==> config.mk <==
export PLATFORM = sky130hd
export DESIGN_NAME = i2c_mst_arb
export DESIGN_NICKNAME = d
export VERILOG_FILES = /design/src/rtl/i2c_mst_arb.sv
export SDC_FILE = /design/constraint.sdc
export NUM_CORES = 1
export LEC_CHECK = 0
export BUFFER_PORTS_ARGS = -buffer_cell sky130_fd_sc_hd__buf_4
export CAP_MARGIN = 10
export CELL_PAD_IN_SITES_DETAIL_PLACEMENT = 1
export CELL_PAD_IN_SITES_GLOBAL_PLACEMENT = 1
export CORE_ASPECT_RATIO = 0.6
export CORE_UTILIZATION = 35
export DETAILED_ROUTE_END_ITERATION = 6
export GPL_TIMING_DRIVEN = 0
export PLACE_DENSITY_LB_ADDON = 0.08
export SLEW_MARGIN = 20
export SYNTH_ARGS = -nofsm -noshare
export SYNTH_HDL_FRONTEND = slang
export SYNTH_SLANG_ARGS = --single-unit
export TNS_END_PERCENT = 50
==> constraint.sdc <==
create_clock -name clk -period 2.55 [get_ports clk]
set_input_delay 0 -clock clk [delete_from_list [all_inputs] [get_ports clk]]
set_output_delay 0 -clock clk [all_outputs]
set_load 0.005 [all_outputs]
==> src/rtl/i2c_mst_arb.sv <==
// Round-robin arbiter that lends one i2c_master to NREQ requesters and streams
// the owner's bytes into mst_dfifo, handshaking on the master's byte-latched edge.
module i2c_mst_arb #(
  parameter int NREQ = 2,
  parameter int LW   = 4
) (
  input  logic                 clk,
  input  logic                 rstn,
  input  logic [NREQ-1:0]      req,
  input  logic [NREQ*LW-1:0]   len,
  input  logic [NREQ*8-1:0]    wdata,
  output logic [NREQ-1:0]      pop,
  output logic [NREQ-1:0]      gnt,
  output logic [NREQ-1:0]      done,
  output logic [NREQ-1:0]      err,
  output logic [7:0]           mst_dfifo,
  output logic [7:0]           mst_ctrl,
  input  logic [7:0]           mst_status
);
  localparam int SW = $clog2(NREQ);

  typedef enum logic [2:0] {IDLE, ARB, XFER, DRAIN, FIN} state_t;

  state_t                  state, state_d;
  logic [SW-1:0]           sel, sel_d, rr, rr_d, pick;
  logic [LW-1:0]           rem, rem_d;
  logic                    nack, nack_d, st7_q, ctrl7, ctrl7_d, found;
  logic [NREQ-1:0]         pop_d, gnt_d, done_d, err_d;
  logic [7:0]              dfifo_d;
  logic [NREQ-1:0][LW-1:0] len_a;
  logic [NREQ-1:0][7:0]    wdata_a;
  logic                    take, nack_in, busy;
  logic                    unused_status;

  assign len_a         = len;
  assign wdata_a       = wdata;
  assign take          = mst_status[7] & ~st7_q;
  assign nack_in       = mst_status[6];
  assign busy          = mst_status[5];
  assign unused_status = ^mst_status[4:0];
  assign mst_ctrl      = {ctrl7, 7'h00};

  function automatic logic [SW-1:0] wrap_inc(input logic [SW-1:0] p, input int k);
    int t;
    t = int'(p) + k;
    if (t >= NREQ) t = t - NREQ;
    return t[SW-1:0];
  endfunction

  // first requester at or after the round-robin pointer
  always_comb begin
    pick  = rr;
    found = 1'b0;
    for (int k = 0; k < NREQ; k++) begin
      if (!found && req[wrap_inc(rr, k)]) begin
        pick  = wrap_inc(rr, k);
        found = 1'b1;
      end
    end
  end

  always_comb begin
    state_d = state;
    sel_d   = sel;
    rr_d    = rr;
    rem_d   = rem;
    nack_d  = nack;
    pop_d   = '0;
    gnt_d   = gnt;
    done_d  = '0;
    err_d   = '0;
    dfifo_d = mst_dfifo;
    ctrl7_d = ctrl7;
    case (state)
      IDLE: begin
        if (|req) begin
          sel_d        = pick;
          gnt_d        = '0;
          gnt_d[pick]  = 1'b1;
          nack_d       = 1'b0;
          state_d      = ARB;
        end
      end
      ARB: begin
        if (len_a[sel] == '0) begin
          err_d[sel] = 1'b1;
          gnt_d      = '0;
          rr_d       = wrap_inc(sel, 1);
          state_d    = IDLE;
        end else begin
          dfifo_d    = wdata_a[sel];
          pop_d[sel] = 1'b1;
          rem_d      = len_a[sel] - LW'(1);
          ctrl7_d    = 1'b1;
          state_d    = XFER;
        end
      end
      XFER: begin
        // a NACK overrides a simultaneous take: nothing more is fetched
        if (nack_in) begin
          ctrl7_d = 1'b0;
          nack_d  = 1'b1;
          state_d = DRAIN;
        end else if (take) begin
          if (rem != '0) begin
            dfifo_d    = wdata_a[sel];
            pop_d[sel] = 1'b1;
            rem_d      = rem - LW'(1);
          end else begin
            ctrl7_d = 1'b0;
            state_d = DRAIN;
          end
        end
      end
      DRAIN: begin
        if (nack_in) nack_d = 1'b1;
        if (!busy) state_d = FIN;
      end
      FIN: begin
        if (nack) err_d[sel]  = 1'b1;
        else      done_d[sel] = 1'b1;
        gnt_d   = '0;
        rr_d    = wrap_inc(sel, 1);
        state_d = IDLE;
      end
      default: state_d = IDLE;
    endcase
  end

  always_ff @(posedge clk or negedge rstn) begin
    if (!rstn) begin
      state     <= IDLE;
      sel       <= '0;
      rr        <= '0;
      rem       <= '0;
      nack      <= 1'b0;
      st7_q     <= 1'b0;
      pop       <= '0;
      gnt       <= '0;
      done      <= '0;
      err       <= '0;
      mst_dfifo <= 8'h00;
      ctrl7     <= 1'b0;
    end else begin
      state     <= state_d;
      sel       <= sel_d;
      rr        <= rr_d;
      rem       <= rem_d;
      nack      <= nack_d;
      st7_q     <= mst_status[7];
      pop       <= pop_d;
      gnt       <= gnt_d;
      done      <= done_d;
      err       <= err_d;
      mst_dfifo <= dfifo_d;
      ctrl7     <= ctrl7_d;
    end
  end
endmodule

==> results.md, run 1 <==
* Core area at ~0.004 mm^2
* Worst Path Max Fanout at 10
* Dominant cell type by area after synthesis: dfrtp_1
* DR WL/cell at between 15 and 20 um
* Die area at ~0.0046 mm^2
* Initial core utilization at between 30% and 40%
* CTS Sinks at 28
* Hold Vio Cnt, Final at 0
* First DRT Iteration DRCs at roughly 50
* WHS Path Cells at 3
* Port buffer count at 47
* Layout Skew at between 0.0015 and 0.002 ns
* Final core utilization at 49.9%
* Setup TNS at 0 ns
* Core Rows at 18
* Max VDD drop at roughly 0.52 mV
* Minimum clock period at between 2 and 2.5 ns
* Setup Buffers After CTS at 0
* Gr usage total at a little over a fifth
* Critical Path AT at 2.39 ns
* Worst-Skew Late Latency at between 0.2 and 0.3 ns
* Synth top area cells: dfrtp_1 47%, mux2i_1 8.0%, nor2_1 6.7%
* Power density over the cells at between 1000 and 1500 mW/mm^2
* Fin crit share at 85.5%
* Fin. max-slew vios at 0
* Reg2Reg Launch Point: state[2]
* Hold Crit Endpoint: mst_dfifo[7]
* Register area share after synthesis at around 47%
* CP Capture Type: flip-flop
* FF-to-FF End: rem[2]
* Leakage power at about 0.98 nW
* Die W at around 87 um
* Hold Path Origin: wdata[7]
* Relative slew margins at 60.6%
* Initial antenna violation count at 0
* YS warnings at 0
* Non-filler cells, final at around 280
* Diode count at 0
* WP data required at 2.76 ns
* Slew of the pin with the lowest slew margin at approximately 0.59 ns
* Final ANT Viol Nets at 0
* Critical Path Source Type: flip-flop
* Ports at 60
* Maximum root-to-sink buffer count at 2
* Reg2reg path depth at 9
* Final Hold Slack at ~0.034 ns
* Placed insts at 270
* Nets at 255
* Synth cell types at 36
* CTS tree: done
* Grt total ovfl at 0
* Setup violators final at 0
* GPL Wtd Cong at between 0.7 and 0.8
* Total iterations of the first detailed-routing run at 4
* Avg Vias per Cell at 5.16
* Clock transition at path regs at around 0.1 ns
* Detailed-route DRC error count at 0
* H-tree depth at 1
* CTS Buf Count at 3
* Filler Cell Count at about 500
* Commonest non-fill, non-tap cells in the layout: 57 x buf_4, 28 x dfrtp_1, 27 x nor2_1
* Crit Path Class: reg -> reg
* Share of cells above drive strength 1 at between 30 and 40%
* Hpwl dp at ~3400 um
* Largest net degree at the start of global routing at 29
* Cell count after synthesis at 157
* Vias in the first global route at around 1400
* Final Cell Area at approximately 0.0021 mm^2
* Status: finished, final reports clean
* Syn Area/Cell at roughly 9.6 um^2
* First-pass GRT wire length at about 7000 um
* Min-delay worst type: in -> reg
* Max Freq at 0.459 GHz
* Most common cell after layout, fill and taps aside: buf_4
* Synth Register Bits at 28
* Placed cell area at ~0.0020 mm^2
* RSZ-0062 raised after global routing: false
* Netlist Area Pre-Place at around 0.0015 mm^2
* Routed WL at approximately 4400 um
* CTS root buffer: clkbuf_8
* R2R setup slack at roughly 0.37 ns
* Top-area cell type share of the netlist area at a little under half
* Vias at between 1000 and 1500
* Synth-to-layout area growth at 36.7%
* Number of max-cap violations at 0
* Die span in y at 52.8 um
==> Yosys cell counts, drive strengths merged <==
cell type and n:
dfrtp 28, nor2 27, a21oi 20, buf 14, mux2i 12, o21ai 6
a31oi 5, nand2 5, inv 4, mux2 4, nor3 3, nor4 3
o31ai 3, clkbuf 2, nand2b 2, nor3b 2, o22ai 2, or2 2
a221o 1, a221oi 1, a22o 1, a32o 1, and2 1, and4b 1
conb 1, ha 1, nor2b 1, nor4b 1, o31a 1, or4 1
xor2 1
==> sequential cells by signal, summed over array words and instances, names as in the netlist <==
| register | flops |
|---|---|
| state | 3 |
| gnt | 2 |
| done | 2 |
| pop | 2 |
| rr | 1 |
| ctrl7 | 1 |
| rem | 4 |
| sel | 1 |
| st7_q | 1 |
| nack | 1 |
| mst_dfifo | 8 |
| err | 2 |
==> metrics by stage <==
step / setup WS [ns] / power, mW
2_1_floorplan: 0.768 / 1.50
3_3_place_gp: 0.524 / 1.88
3_5_place_dp: 0.406 / 1.96
4_1_cts: 0.364 / 2.33
5_1_grt: 0.137 / 2.49
6_report: 0.369 / 2.32
==> logic make-up after synthesis <==
logic type               after synthesis  share of synthesized area [%]
XOR/XNOR                               1                          0.582
multiplexers                          16                           11.0
other                                  1                          0.249
buffers and inverters                 20                           7.65
AND/OR/NAND/NOR                       49                           16.9
flip-flops                            28                           46.6
adder cells (fa/ha/maj)                1                          0.832
AO/OA/AOI/OAI                         41                           16.2
==> worst max path at each step <==
stage | start | end | slack, ns | cells after the start
after floorplan | state[2] | rem[2] | 0.77 | 9
after global placement | state[2] | rem[2] | 0.52 | 9
after detailed placement | state[2] | rem[2] | 0.41 | 9
after CTS | state[2] | rem[2] | 0.36 | 9
after global routing | state[2] | rem[2] | 0.14 | 9
final | state[2] | rem[2] | 0.37 | 9
==> power by group <==
group | internal (mW) | leakage, nW | switching (mW)
combinational | 0.550 | 0.602 | 0.653
sequential | 0.628 | 0.338 | 0.133
clock | 0.210 | 0.0357 | 0.145
==> layer usage <==
metal,GRT usage (%),wire length [um]
met3,4.72,226
met1,26.1,2090
met5,0,0
met4,6.11,46
met2,36.5,2050
==> what timing repair did <==
| action | CTS | global route |
|---|---|---|
| endpoints found under the hold margin | 30 | 0 |
| setup endpoints to repair | 0 | 0 |
| gates resized for setup | 0 | 0 |
| hold buffers | 3 | 0 |
==> critical path, cell delays in order (launching register included) <==
cell	delay, ns
dfrtp_1	0.37
clkbuf_1	0.17
nor3b_2	0.53
nor2_1	0.11
a21oi_1	0.20
ha_1	0.25
nor2_1	0.06
a31oi_1	0.14
o21ai_0	0.11
a31oi_1	0.15
==> final cells by class <==
class | count | area (um^2) | area share [%]
Timing Repair Buffer | 50 | 383 | 18.6
Buffer | 16 | 100 | 4.87
Multi-Input combinational cell | 115 | 711 | 34.6
Tap cell | 60 | 75.1 | 3.65
Sequential cell | 28 | 701 | 34.1
Clock buffer | 3 | 41.3 | 2.01
Inverter | 4 | 15.0 | 0.730
Clock inverter | 1 | 30.0 | 1.46
No activity file was read; power rests on OpenSTA's default activity.
==> inputs of run 2 (changes only) <==
--- a/config.mk
+++ b/config.mk
@@ -5,12 +5,13 @@
 export SDC_FILE = /design/constraint.sdc
 export NUM_CORES = 1
 export LEC_CHECK = 0
+export ABC_AREA = 1
 export BUFFER_PORTS_ARGS = -buffer_cell sky130_fd_sc_hd__buf_4
 export CAP_MARGIN = 10
 export CELL_PAD_IN_SITES_DETAIL_PLACEMENT = 1
 export CELL_PAD_IN_SITES_GLOBAL_PLACEMENT = 1
 export CORE_ASPECT_RATIO = 0.6
-export CORE_UTILIZATION = 35
+export CORE_UTILIZATION = 34
 export DETAILED_ROUTE_END_ITERATION = 6
 export GPL_TIMING_DRIVEN = 0
 export PLACE_DENSITY_LB_ADDON = 0.08
==> run 2 against run 1 <==
Compared with the run above: worst hold slack worse by 0.029 ns; non-clock buffer count did not move; clock power down 3%; combinational power increased by 6%; sequential cell count stayed put; final area grew 4.4%; register-to-register slack better by 0.55 ns; critical path type unchanged; critical endpoint unchanged.
==> results.md, run 2 <==
* Status: finished, final reports clean
* Critical Path AT at approximately 1.8 ns
* Core Rows at 18
* RSZ-0062 raised after global routing: false
* Top reg by flops: mst_dfifo
* Clock transition at path regs at around 0.090 ns
* First-pass GRT wire length at a little over 7000 um
* Final ANT Viol Nets at 0
* Commonest non-fill, non-tap cells in the layout: 91 x nand2_1, 56 x buf_4, 28 x dfrtp_1
* Die area at approximately 0.0049 mm^2
* Detailed-route DRC error count at 0
* Cell count after synthesis at 218
* Total iterations of the first detailed-routing run at 4
* Synth-to-layout area growth at 35.5%
* Minimum clock period at between 1.5 and 2 ns
* Dominant cell type by area after synthesis: dfrtp_1
* Vias in the first global route at between 1000 and 1500
* Number of max-cap violations at 0
* Crit path cell chain: nor2_4 > nand2_1 > nand2_1 > nand2_1 > ha_1 > xnor2_1 > nand2_1 > o21ai_0
* CTS Buf Count at 3
* Most common cell in the netlist: nand2_1
* Worst-Skew Late Latency at about 0.27 ns
* Place WS at just over 0.9 ns
* DR WL/cell at approximately 12 um
* Core area at 0.00428 mm^2
* GPL Wtd Cong at slightly above 0.8
* Avg Vias per Cell at 4.45
* CTS tree: done
* Syn Area/Cell at approximately 7.3 um^2
* H-tree depth at 1
* Cts hold-fix bufs at 4
* Nets at between 300 and 400
* Initial core utilization at a little under two fifths
* Reg2Reg Launch Point: state[2]
* Critical Path Source Type: flip-flop
* Final Hold Slack at 0.00430 ns
* Post-synth EDFFs at 0
* Die span in y at 54.9 um
* Maximum root-to-sink buffer count at 2
* Hpwl dp at 3440 um
* Most common cell after layout, fill and taps aside: nand2_1
* Layout Skew at 0.00396 ns
* First DRT Iteration DRCs at 42
* Initial antenna violation count at 0
* Crit Path Class: reg -> reg
* Ys flop type: dfrtp_1
* Register area share after synthesis at between 40% and 50%
* Hold Vio Cnt, Final at 0
* Worst Path Max Fanout at 7
* Port buffer count at 47
* Commonest cells post-synth: 91 x nand2_1, 28 x dfrtp_1, 20 x inv_1
* CTS root buffer: clkbuf_8
* Setup Buffers After CTS at 0
* Bufs and invs on worst path at 0
* Crit-path slowest cell: dfrtp_1
* Vias at 1509
* Max stage delay on crit path at about 0.46 ns
* Top flop regs: mst_dfifo: 8 flops, rem: 4 flops, state: 3 flops
* Grt total ovfl at 0
* Diode count at 0
* Max reg flops at 8
* Synth top area cells: dfrtp_1 44%, nand2_1 22%, nand3_1 6.0%
* Netlist Area Pre-Place at approximately 0.0016 mm^2
* Setup TNS at 0 ns
* CTS Sinks at 28
* Top-area cell type share of the netlist area at approximately 44%
* Share of cells above drive strength 1 at about a quarter
* Fin crit share at 64.1%
* Die W at between 90 and 100 um
* Crit path launch: state[2]
* CP Capture Type: flip-flop
* Post-synthesis async set-or-reset flop share at 100%
* Final Worst Setup Slack at 0.916 ns
* Most used cell, CP: nand2_1
* Max VDD drop at around 0.41 mV
* Largest net degree at the start of global routing at 29
* Synth cell types at 26
* Setup violators final at 0
* WP data required at ~2.7 ns
* Leakage power at between 1 and 1.5 nW
* Power density over the cells at between 1000 and 1500 mW/mm^2
* Min-delay worst type: in -> reg
* YS warnings at 0
* Routed WL at around 4200 um
* Fin. max-slew vios at 0
* Gr usage total at a little under a fifth
* Ports at 60
* # resized after CTS at 0
* Hold Path Origin: wdata[2]
* CP top delay family: simple AND/OR/NAND/NOR gates
* Max Freq at roughly 0.61 GHz
* Synth Register Bits at 28
==> run 2: final cells by class <==
cell class,count,area (um^2)
Sequential cell,28,701
Fill cell,552,2130
Timing Repair Buffer,51,393
Multi-Input combinational cell,158,706
Clock inverter,1,30.0
Clock buffer,3,41.3
Tap cell,60,75.1
Inverter,23,86.3
Buffer,15,114
==> run 2: routing by layer <==
layer | routed length (um) | up-vias | track usage, %
li1 | - | 783 | -
met5 | 0 | - | 0
met2 | 1830 | 34 | 32.1
met3 | 226 | 0 | 4.44
met4 | 0 | 0 | 0.806
met1 | 2180 | 692 | 25.9
==> run 2: where the power goes <==
part           internal (mW)  switching [mW]
combinational          0.515           0.754
sequential             0.621           0.112
clock                  0.210           0.136
total                   1.35            1.00
==> run 2: tightest hold or removal path, stage by stage <==
cell and delay [ns]:
buf_4 0.08, nand2_1 0.04, nand2_1 0.05, nand2_1 0.05, nand2_1 0.04
==> run 2: kinds of logic (layout without fill, tap and decap cells) <==
family | after synthesis | count (layout) | synth area share, %
adder cells (fa/ha/maj) | 1 | 1 | 0.790
flip-flops | 28 | 28 | 44.2
AO/OA/AOI/OAI | 15 | 15 | 5.29
buffers and inverters | 38 | 93 | 12.6
AND/OR/NAND/NOR | 134 | 134 | 36.3
other | 1 | 7 | 0.237
XOR/XNOR | 1 | 1 | 0.553
==> run 2: path summary, 6_finish.rpt <==
| kind | end | slack, ns | depth (start not counted) |
|---|---|---|---|
| min in group asynchronous | gnt[1] | 0.18 | 2 |
| max in group asynchronous | nack | 2.10 | 2 |
| worst max-delay path | rem[2] | 0.92 | 8 |
| worst min-delay path | mst_dfifo[2] | 0.004 | 5 |
| worst min register to register | gnt[0] | 0.49 | 2 |
| worst max register to register | rem[2] | 0.92 | 8 |
==> run 2: per-stage QoR <==
step | util (%) | std cells | power, mW | area, um^2
final | 50.1 | 339 | 2.35 | 2150
after global routing | 50.1 | 339 | 2.59 | 2150
after CTS | 50.1 | 339 | 2.38 | 2150
after detailed placement | 47.5 | 331 | 2.02 | 2030
after global placement | 47.5 | 331 | 1.97 | 2030
after floorplan | - | 224 | 1.57 | 1610
